File: src/rtl/pong_pkg.sv
// Shared screen geometry, coordinate/score types and game state encoding for the pong game logic.
package pong_pkg;

  localparam int H_ACTIVE   = 640;
  localparam int V_ACTIVE   = 480;
  localparam int BALL_SIZE  = 8;
  localparam int PADDLE_W   = 8;
  localparam int PADDLE_H   = 64;
  localparam int PADDLE_L_X = 16;
  localparam int PADDLE_R_X = 616;

  localparam int COORD_W = 10;
  localparam int SCORE_W = 4;

  typedef logic [COORD_W-1:0]        coord_t;
  typedef logic signed [COORD_W:0]   scoord_t;  // 11-bit signed step arithmetic
  typedef logic signed [COORD_W+1:0] wcoord_t;  // paddle_y + PADDLE_H can exceed 1023
  typedef logic [SCORE_W-1:0]        score_t;

  localparam coord_t BALL_X0 = coord_t'((H_ACTIVE - BALL_SIZE) / 2);
  localparam coord_t BALL_Y0 = coord_t'((V_ACTIVE - BALL_SIZE) / 2);

  typedef enum logic [1:0] {
    SERVE = 2'd0,
    PLAY  = 2'd1,
    OVER  = 2'd2
  } state_e;

endpackage

File: src/rtl/pong_collide.sv
// Combinational ball step: wall bounce, paddle hit and miss detection for one frame of play.
module pong_collide
  import pong_pkg::*;
#(
  parameter int SPEED = 2
) (
  input  logic [COORD_W-1:0] ball_x,
  input  logic [COORD_W-1:0] ball_y,
  input  logic               dx_neg,
  input  logic               dy_neg,
  input  logic [COORD_W-1:0] paddle_l_y,
  input  logic [COORD_W-1:0] paddle_r_y,
  output logic [COORD_W-1:0] nx_o,
  output logic [COORD_W-1:0] ny_o,
  output logic               dx_neg_o,
  output logic               dy_neg_o,
  output logic               miss_l,
  output logic               miss_r
);

  localparam scoord_t ZERO   = '0;
  localparam scoord_t STEP   = scoord_t'(SPEED);
  localparam scoord_t BALL   = scoord_t'(BALL_SIZE);
  localparam scoord_t Y_MAX  = scoord_t'(V_ACTIVE - BALL_SIZE);
  localparam scoord_t X_MAX  = scoord_t'(H_ACTIVE - BALL_SIZE);
  localparam scoord_t L_EDGE = scoord_t'(PADDLE_L_X + PADDLE_W);
  localparam scoord_t R_X    = scoord_t'(PADDLE_R_X);
  localparam scoord_t R_STOP = scoord_t'(PADDLE_R_X - BALL_SIZE);
  localparam wcoord_t W_BALL = wcoord_t'(BALL_SIZE);
  localparam wcoord_t W_PH   = wcoord_t'(PADDLE_H);

  scoord_t ny;
  scoord_t ny_c;
  scoord_t nx;
  scoord_t nx_c;
  wcoord_t ny_w;
  wcoord_t pl_w;
  wcoord_t pr_w;
  logic    ovl_l;
  logic    ovl_r;
  logic    hit_l;
  logic    hit_r;

  always_comb begin
    ny       = $signed({1'b0, ball_y}) + (dy_neg ? -STEP : STEP);
    ny_c     = ny;
    dy_neg_o = dy_neg;
    if (ny <= ZERO) begin
      ny_c     = ZERO;
      dy_neg_o = 1'b0;
    end else if (ny >= Y_MAX) begin
      ny_c     = Y_MAX;
      dy_neg_o = 1'b1;
    end

    // Overlap uses the already-clamped y so a ball sliding along a wall still meets the paddle.
    ny_w  = $signed({ny_c[COORD_W], ny_c});
    pl_w  = $signed({2'b00, paddle_l_y});
    pr_w  = $signed({2'b00, paddle_r_y});
    ovl_l = (ny_w + W_BALL > pl_w) && (ny_w < pl_w + W_PH);
    ovl_r = (ny_w + W_BALL > pr_w) && (ny_w < pr_w + W_PH);

    nx    = $signed({1'b0, ball_x}) + (dx_neg ? -STEP : STEP);
    hit_l = dx_neg && (nx <= L_EDGE) && ovl_l;
    hit_r = !dx_neg && (nx + BALL >= R_X) && ovl_r;

    nx_c     = nx;
    dx_neg_o = dx_neg;
    miss_l   = 1'b0;
    miss_r   = 1'b0;
    if (hit_l) begin
      nx_c     = L_EDGE;
      dx_neg_o = 1'b0;
    end else if (hit_r) begin
      nx_c     = R_STOP;
      dx_neg_o = 1'b1;
    end else if (nx <= ZERO) begin
      miss_l = 1'b1;
    end else if (nx >= X_MAX) begin
      miss_r = 1'b1;
    end

    nx_o = nx_c[COORD_W-1:0];
    ny_o = ny_c[COORD_W-1:0];
  end

endmodule

File: src/rtl/pong_ball_ctrl.sv
// Per-frame ball/score registers and the SERVE/PLAY/OVER sequencer; everything advances only on frame_tick.
module pong_ball_ctrl
  import pong_pkg::*;
#(
  parameter int SPEED        = 2,
  parameter int SERVE_FRAMES = 60,
  parameter int WIN_SCORE    = 9
) (
  input  logic               clk,
  input  logic               rst_n,
  input  logic               frame_tick,
  input  logic [COORD_W-1:0] paddle_l_y,
  input  logic [COORD_W-1:0] paddle_r_y,
  output logic [COORD_W-1:0] ball_x,
  output logic [COORD_W-1:0] ball_y,
  output logic [SCORE_W-1:0] score_l,
  output logic [SCORE_W-1:0] score_r,
  output logic               game_over,
  output logic               serving
);

  localparam int               CNT_W    = $clog2(SERVE_FRAMES + 1);
  localparam logic [CNT_W-1:0] CNT_LAST = CNT_W'(SERVE_FRAMES - 1);
  localparam score_t           WIN      = score_t'(WIN_SCORE);

  state_e           state_q, state_d;
  coord_t           x_q, x_d, y_q, y_d;
  logic             dx_neg_q, dx_neg_d, dy_neg_q, dy_neg_d;
  score_t           score_l_q, score_l_d, score_r_q, score_r_d;
  logic [CNT_W-1:0] cnt_q, cnt_d;

  coord_t nx, ny;
  logic   nx_dx_neg, ny_dy_neg, miss_l, miss_r;

  pong_collide #(
    .SPEED (SPEED)
  ) u_collide (
    .ball_x     (x_q),
    .ball_y     (y_q),
    .dx_neg     (dx_neg_q),
    .dy_neg     (dy_neg_q),
    .paddle_l_y (paddle_l_y),
    .paddle_r_y (paddle_r_y),
    .nx_o       (nx),
    .ny_o       (ny),
    .dx_neg_o   (nx_dx_neg),
    .dy_neg_o   (ny_dy_neg),
    .miss_l     (miss_l),
    .miss_r     (miss_r)
  );

  function automatic score_t sat_inc(input score_t s);
    return (s == '1) ? s : s + score_t'(1);
  endfunction

  always_comb begin
    state_d   = state_q;
    x_d       = x_q;
    y_d       = y_q;
    dx_neg_d  = dx_neg_q;
    dy_neg_d  = dy_neg_q;
    score_l_d = score_l_q;
    score_r_d = score_r_q;
    cnt_d     = cnt_q;
    if (frame_tick) begin
      case (state_q)
        SERVE: begin
          if (cnt_q == CNT_LAST) begin
            cnt_d   = '0;
            state_d = PLAY;
          end else begin
            cnt_d = cnt_q + 1'b1;
          end
        end
        PLAY: begin
          x_d      = nx;
          y_d      = ny;
          dx_neg_d = nx_dx_neg;
          dy_neg_d = ny_dy_neg;
          // The next serve heads toward whoever just conceded.
          if (miss_l) begin
            score_r_d = sat_inc(score_r_q);
            x_d       = BALL_X0;
            y_d       = BALL_Y0;
            dx_neg_d  = 1'b1;
            state_d   = (score_r_d == WIN) ? OVER : SERVE;
          end else if (miss_r) begin
            score_l_d = sat_inc(score_l_q);
            x_d       = BALL_X0;
            y_d       = BALL_Y0;
            dx_neg_d  = 1'b0;
            state_d   = (score_l_d == WIN) ? OVER : SERVE;
          end
        end
        OVER:    state_d = OVER;
        default: state_d = SERVE;
      endcase
    end
  end

  always_ff @(posedge clk or negedge rst_n) begin
    if (!rst_n) begin
      state_q   <= SERVE;
      x_q       <= BALL_X0;
      y_q       <= BALL_Y0;
      dx_neg_q  <= 1'b0;
      dy_neg_q  <= 1'b0;
      score_l_q <= '0;
      score_r_q <= '0;
      cnt_q     <= '0;
    end else begin
      state_q   <= state_d;
      x_q       <= x_d;
      y_q       <= y_d;
      dx_neg_q  <= dx_neg_d;
      dy_neg_q  <= dy_neg_d;
      score_l_q <= score_l_d;
      score_r_q <= score_r_d;
      cnt_q     <= cnt_d;
    end
  end

  assign ball_x    = x_q;
  assign ball_y    = y_q;
  assign score_l   = score_l_q;
  assign score_r   = score_r_q;
  assign serving   = (state_q == SERVE);
  assign game_over = (state_q == OVER);

endmodule

File: config.mk
export PLATFORM = sky130hd
export DESIGN_NAME = pong_ball_ctrl
export DESIGN_NICKNAME = d
export VERILOG_FILES = /design/src/rtl/pong_pkg.sv /design/src/rtl/pong_collide.sv /design/src/rtl/pong_ball_ctrl.sv
export SDC_FILE = /design/constraint.sdc
export NUM_CORES = 1
export LEC_CHECK = 0
export ABC_AREA = 1
export CAP_MARGIN = 20
export CELL_PAD_IN_SITES_DETAIL_PLACEMENT = 1
export CELL_PAD_IN_SITES_GLOBAL_PLACEMENT = 1
export CORE_MARGIN = 5
export CORE_UTILIZATION = 41
export DETAILED_ROUTE_END_ITERATION = 7
export PLACE_DENSITY = 0.89
export SLEW_MARGIN = 20
export SYNTH_ARGS = -nofsm -noshare
export SYNTH_HDL_FRONTEND = slang
export SYNTH_HIERARCHICAL = 1
export SYNTH_SLANG_ARGS = --single-unit
File: constraint.sdc
create_clock -name clk -period 6.6 [get_ports clk]
set_input_delay 0.66 -clock clk [delete_from_list [all_inputs] [get_ports clk]]
set_output_delay 0.66 -clock clk [all_outputs]
set_load 0.1 [all_outputs]
==> impl_metrics.tcl <==
set metrics [dict create \
    finClkSkew_ns 0.00530 \
    synth.yosys.warnings 6 \
    drive_gt1_frac 0.103 \
    tns_ns 0 \
    worstPathArrival_ns 6.13 \
    crit_path_max_fanout 12 \
    placeableCoreArea_mm2 0.0104 \
    cts.sink_count 38 \
    fmaxAchievable_mhz 169 \
    final_net_count 768 \
    cpMaxStageDelayCell "sky130_fd_sc_hd__dfrtp_1" \
    grt_max_degree 39 \
    initial_utilization 0.421 \
    antennaDiodeCount 0 \
    grt_pass1_wl_mm 22.2 \
    initial_antenna_violation_count 0 \
    synth_seq_area_share 0.221 \
    critical-path-max-stage-delay_ns 0.63 \
    htree_levels 2 \
    synth.lib_cells_used.distinct 48 \
    io_buffer_count 52 \
    detailedPlacementHpwl_mm 11.1 \
    worstReg2RegStart "dy_neg_q" \
    worstRegToRegCells 35 \
    grt.overflow.total 0 \
    synth_area_mm2 0.00437 \
    via_per_inst 5.39 \
    root_cell_of_the_clock_tree "sky130_fd_sc_hd__clkbuf_8" \
    synth_area_per_cell_um2 6.94 \
    die-area_mm2 0.0128 \
    routed_wire_length_per_instance_um 16.0 \
    dieWidth_um 113 \
    setup_viol 0 \
    wirelength_mm 13.2 \
    worstSkewPairLatency_ns 0.29 \
    detail_route.first_pass.iterations 4 \
    io-pin-count 53 \
    number_of_global_route_vias_before_repair 4815 \
    crit_required_ns 6.82 \
    die_h_um 113 \
    r2r_slack_ns 0.69 \
    cts_made_buffers 5 \
    hold_path.class "in -> async" \
    tritoncts "done" \
    placement_rows 37 \
    max-slew-margin-rel 0.338 \
    cp_common_cell "sky130_fd_sc_hd__nand2_1" \
    kind_of_end_point_of_the_critical_path "register" \
    critical_path.n_buffers_inverters 6 \
    time_the_final_worst_path_needs_with_i_o_delays_and_setup_ns 5.91 \
    worst_setup_hold_path_clk_slew_ns 0.07 \
    postSynthCellCount 629 \
    synth_seq_cells 38 \
    numPlacedInstances 816 \
    via_count 4441 \
    cts-root-to-sink-buffers 2 \
    timing.final.crit_share 0.896 \
    critical_path.reg2reg.endpoint "ball_x[3]" \
    worst_pin_slew_ns 0.989 \
    cts_hold_buffers 0 \
    worst_path_dominant_cell_family "simple AND/OR/NAND/NOR gates" \
    rsz0062_at_grt "no" \
    final-hold-violation-count 0 \
    worstSetupPathType "reg -> reg" \
    antenna_left 0 \
    drt_first_iter_violations 190 \
    status "finished clean" \
    layoutNonFillerInstCount 824 \
    drv_slew 0 \
    timing.critical_path.from "dy_neg_q" \
    gp_routability_congestion 0.938 \
    globalRouteTotalUtil 0.209 \
    worst_setup_path_start_kind "register" \
    remaining_drc_errors 0 \
    drv.max_cap_violation_count 0 \
    area_growth_pct 17.4 \
]
## sequential cells by signal (all words and copies together), names as in the netlist
signal	cells
ball_x	10
ball_y	10
cnt_q	6
dx_neg_q	1
dy_neg_q	1
score_l	4
score_r	4
state_q	2
## timing repair
| item | in CTS | in global routing |
|---|---|---|
| buffers inserted | 0 | 0 |
| setup endpoints to repair | 0 | 17 |
| gates resized for setup | 0 | 2 |
## logic make-up after synthesis
logic type	count (synthesis)	share of synthesized area
AND/OR/NAND/NOR	316	0.353
buffers and inverters	123	0.112
AO/OA/AOI/OAI	84	0.125
adder cells (fa/ha/maj)	58	0.170
flip-flops	38	0.221
XOR/XNOR	9	0.0198
other	1	0.000859
## per-stage QoR
stage | instance area, um2 | utilization | hold slack [ns] | worst slack (ns)
3_5_place_dp | 5030 | 0.485 | 0.503 | 0.445
3_3_place_gp | 5030 | 0.485 | 0.493 | 0.751
2_1_floorplan | 4380 | - | 0.364 | 1.38
5_1_grt | 5130 | 0.494 | 0.544 | 0.158
4_1_cts | 5120 | 0.494 | 0.504 | 0.404
6_report | 5130 | 0.494 | 0.471 | 0.687
## worst max-delay path by stage
| stage | to | slack [ns] | depth (start not counted) |
|---|---|---|---|
| floorplan | ball_y[1] | 1.38 | 29 |
| global placement | ball_x[2] | 0.75 | 33 |
| detailed placement | ball_x[3] | 0.45 | 35 |
| CTS | ball_x[3] | 0.40 | 35 |
| global route | ball_x[3] | 0.16 | 35 |
| finish | ball_x[3] | 0.69 | 35 |
## cells in the final DEF (no fill, tap or decap), drive strengths merged
| cell type | n |
|---|---|
| a21oi | 30 |
| ha | 56 |
| conb | 5 |
| o21a | 1 |
| dfrtp | 28 |
| a21boi | 3 |
| o211a | 1 |
| nand4 | 19 |
| fa | 2 |
| clkdlybuf4s50 | 51 |
| dfstp | 10 |
| a22o | 10 |
| nand2 | 163 |
| buf | 2 |
| a21o | 1 |
| o31ai | 1 |
| or2 | 2 |
| xnor2 | 3 |
| clkbuf | 8 |
| nand3b | 4 |
| nor2 | 54 |
| o22a | 10 |
| o211ai | 1 |
| nor3b | 1 |
| o21bai | 1 |
| nand3 | 62 |
| xor2 | 6 |
| inv | 117 |
| a31oi | 3 |
| o21ai | 20 |
| nor3 | 11 |
| a211oi | 2 |
## cell type report
cell class	count	area, um2
sequential	38	963
tap	136	170
timing repair buffer	53	523
clock buffer	8	90.1
fill	1382	5240
multi-input combinational	472	2940
inverter	117	442
## Yosys cell counts, drive strengths merged
master,n,share of area
o21a,1,0.0017
a211oi,2,0.0034
nand3,62,0.083
o211ai,1,0.0017
or2,2,0.0029
xor2,6,0.014
nor3,11,0.015
xnor2,3,0.0060
nand3b,4,0.0077
o31ai,1,0.0017
dfrtp,28,0.16
a31oi,3,0.0043
fa,2,0.0092
a22o,10,0.020
inv,117,0.10
o21bai,1,0.0017
buf,6,0.011
a21o,1,0.0017
dfstp,10,0.060
ha,56,0.16
o22a,10,0.020
conb,1,0.00086
o21ai,20,0.025
nor3b,1,0.0017
nor2,54,0.054
nand4,19,0.029
o211a,1,0.0023
nand2,163,0.16
a21oi,30,0.035
a21boi,3,0.0052
## metal layers
metal,wire length (um),global-route usage
met3,467,0.0305
met1,5560,0.247
met5,0,0
met4,285,0.0617
met2,6870,0.389
Power is not shown: default switching activity piles up to over one toggle a cycle in this logic, so the estimate is an artifact.
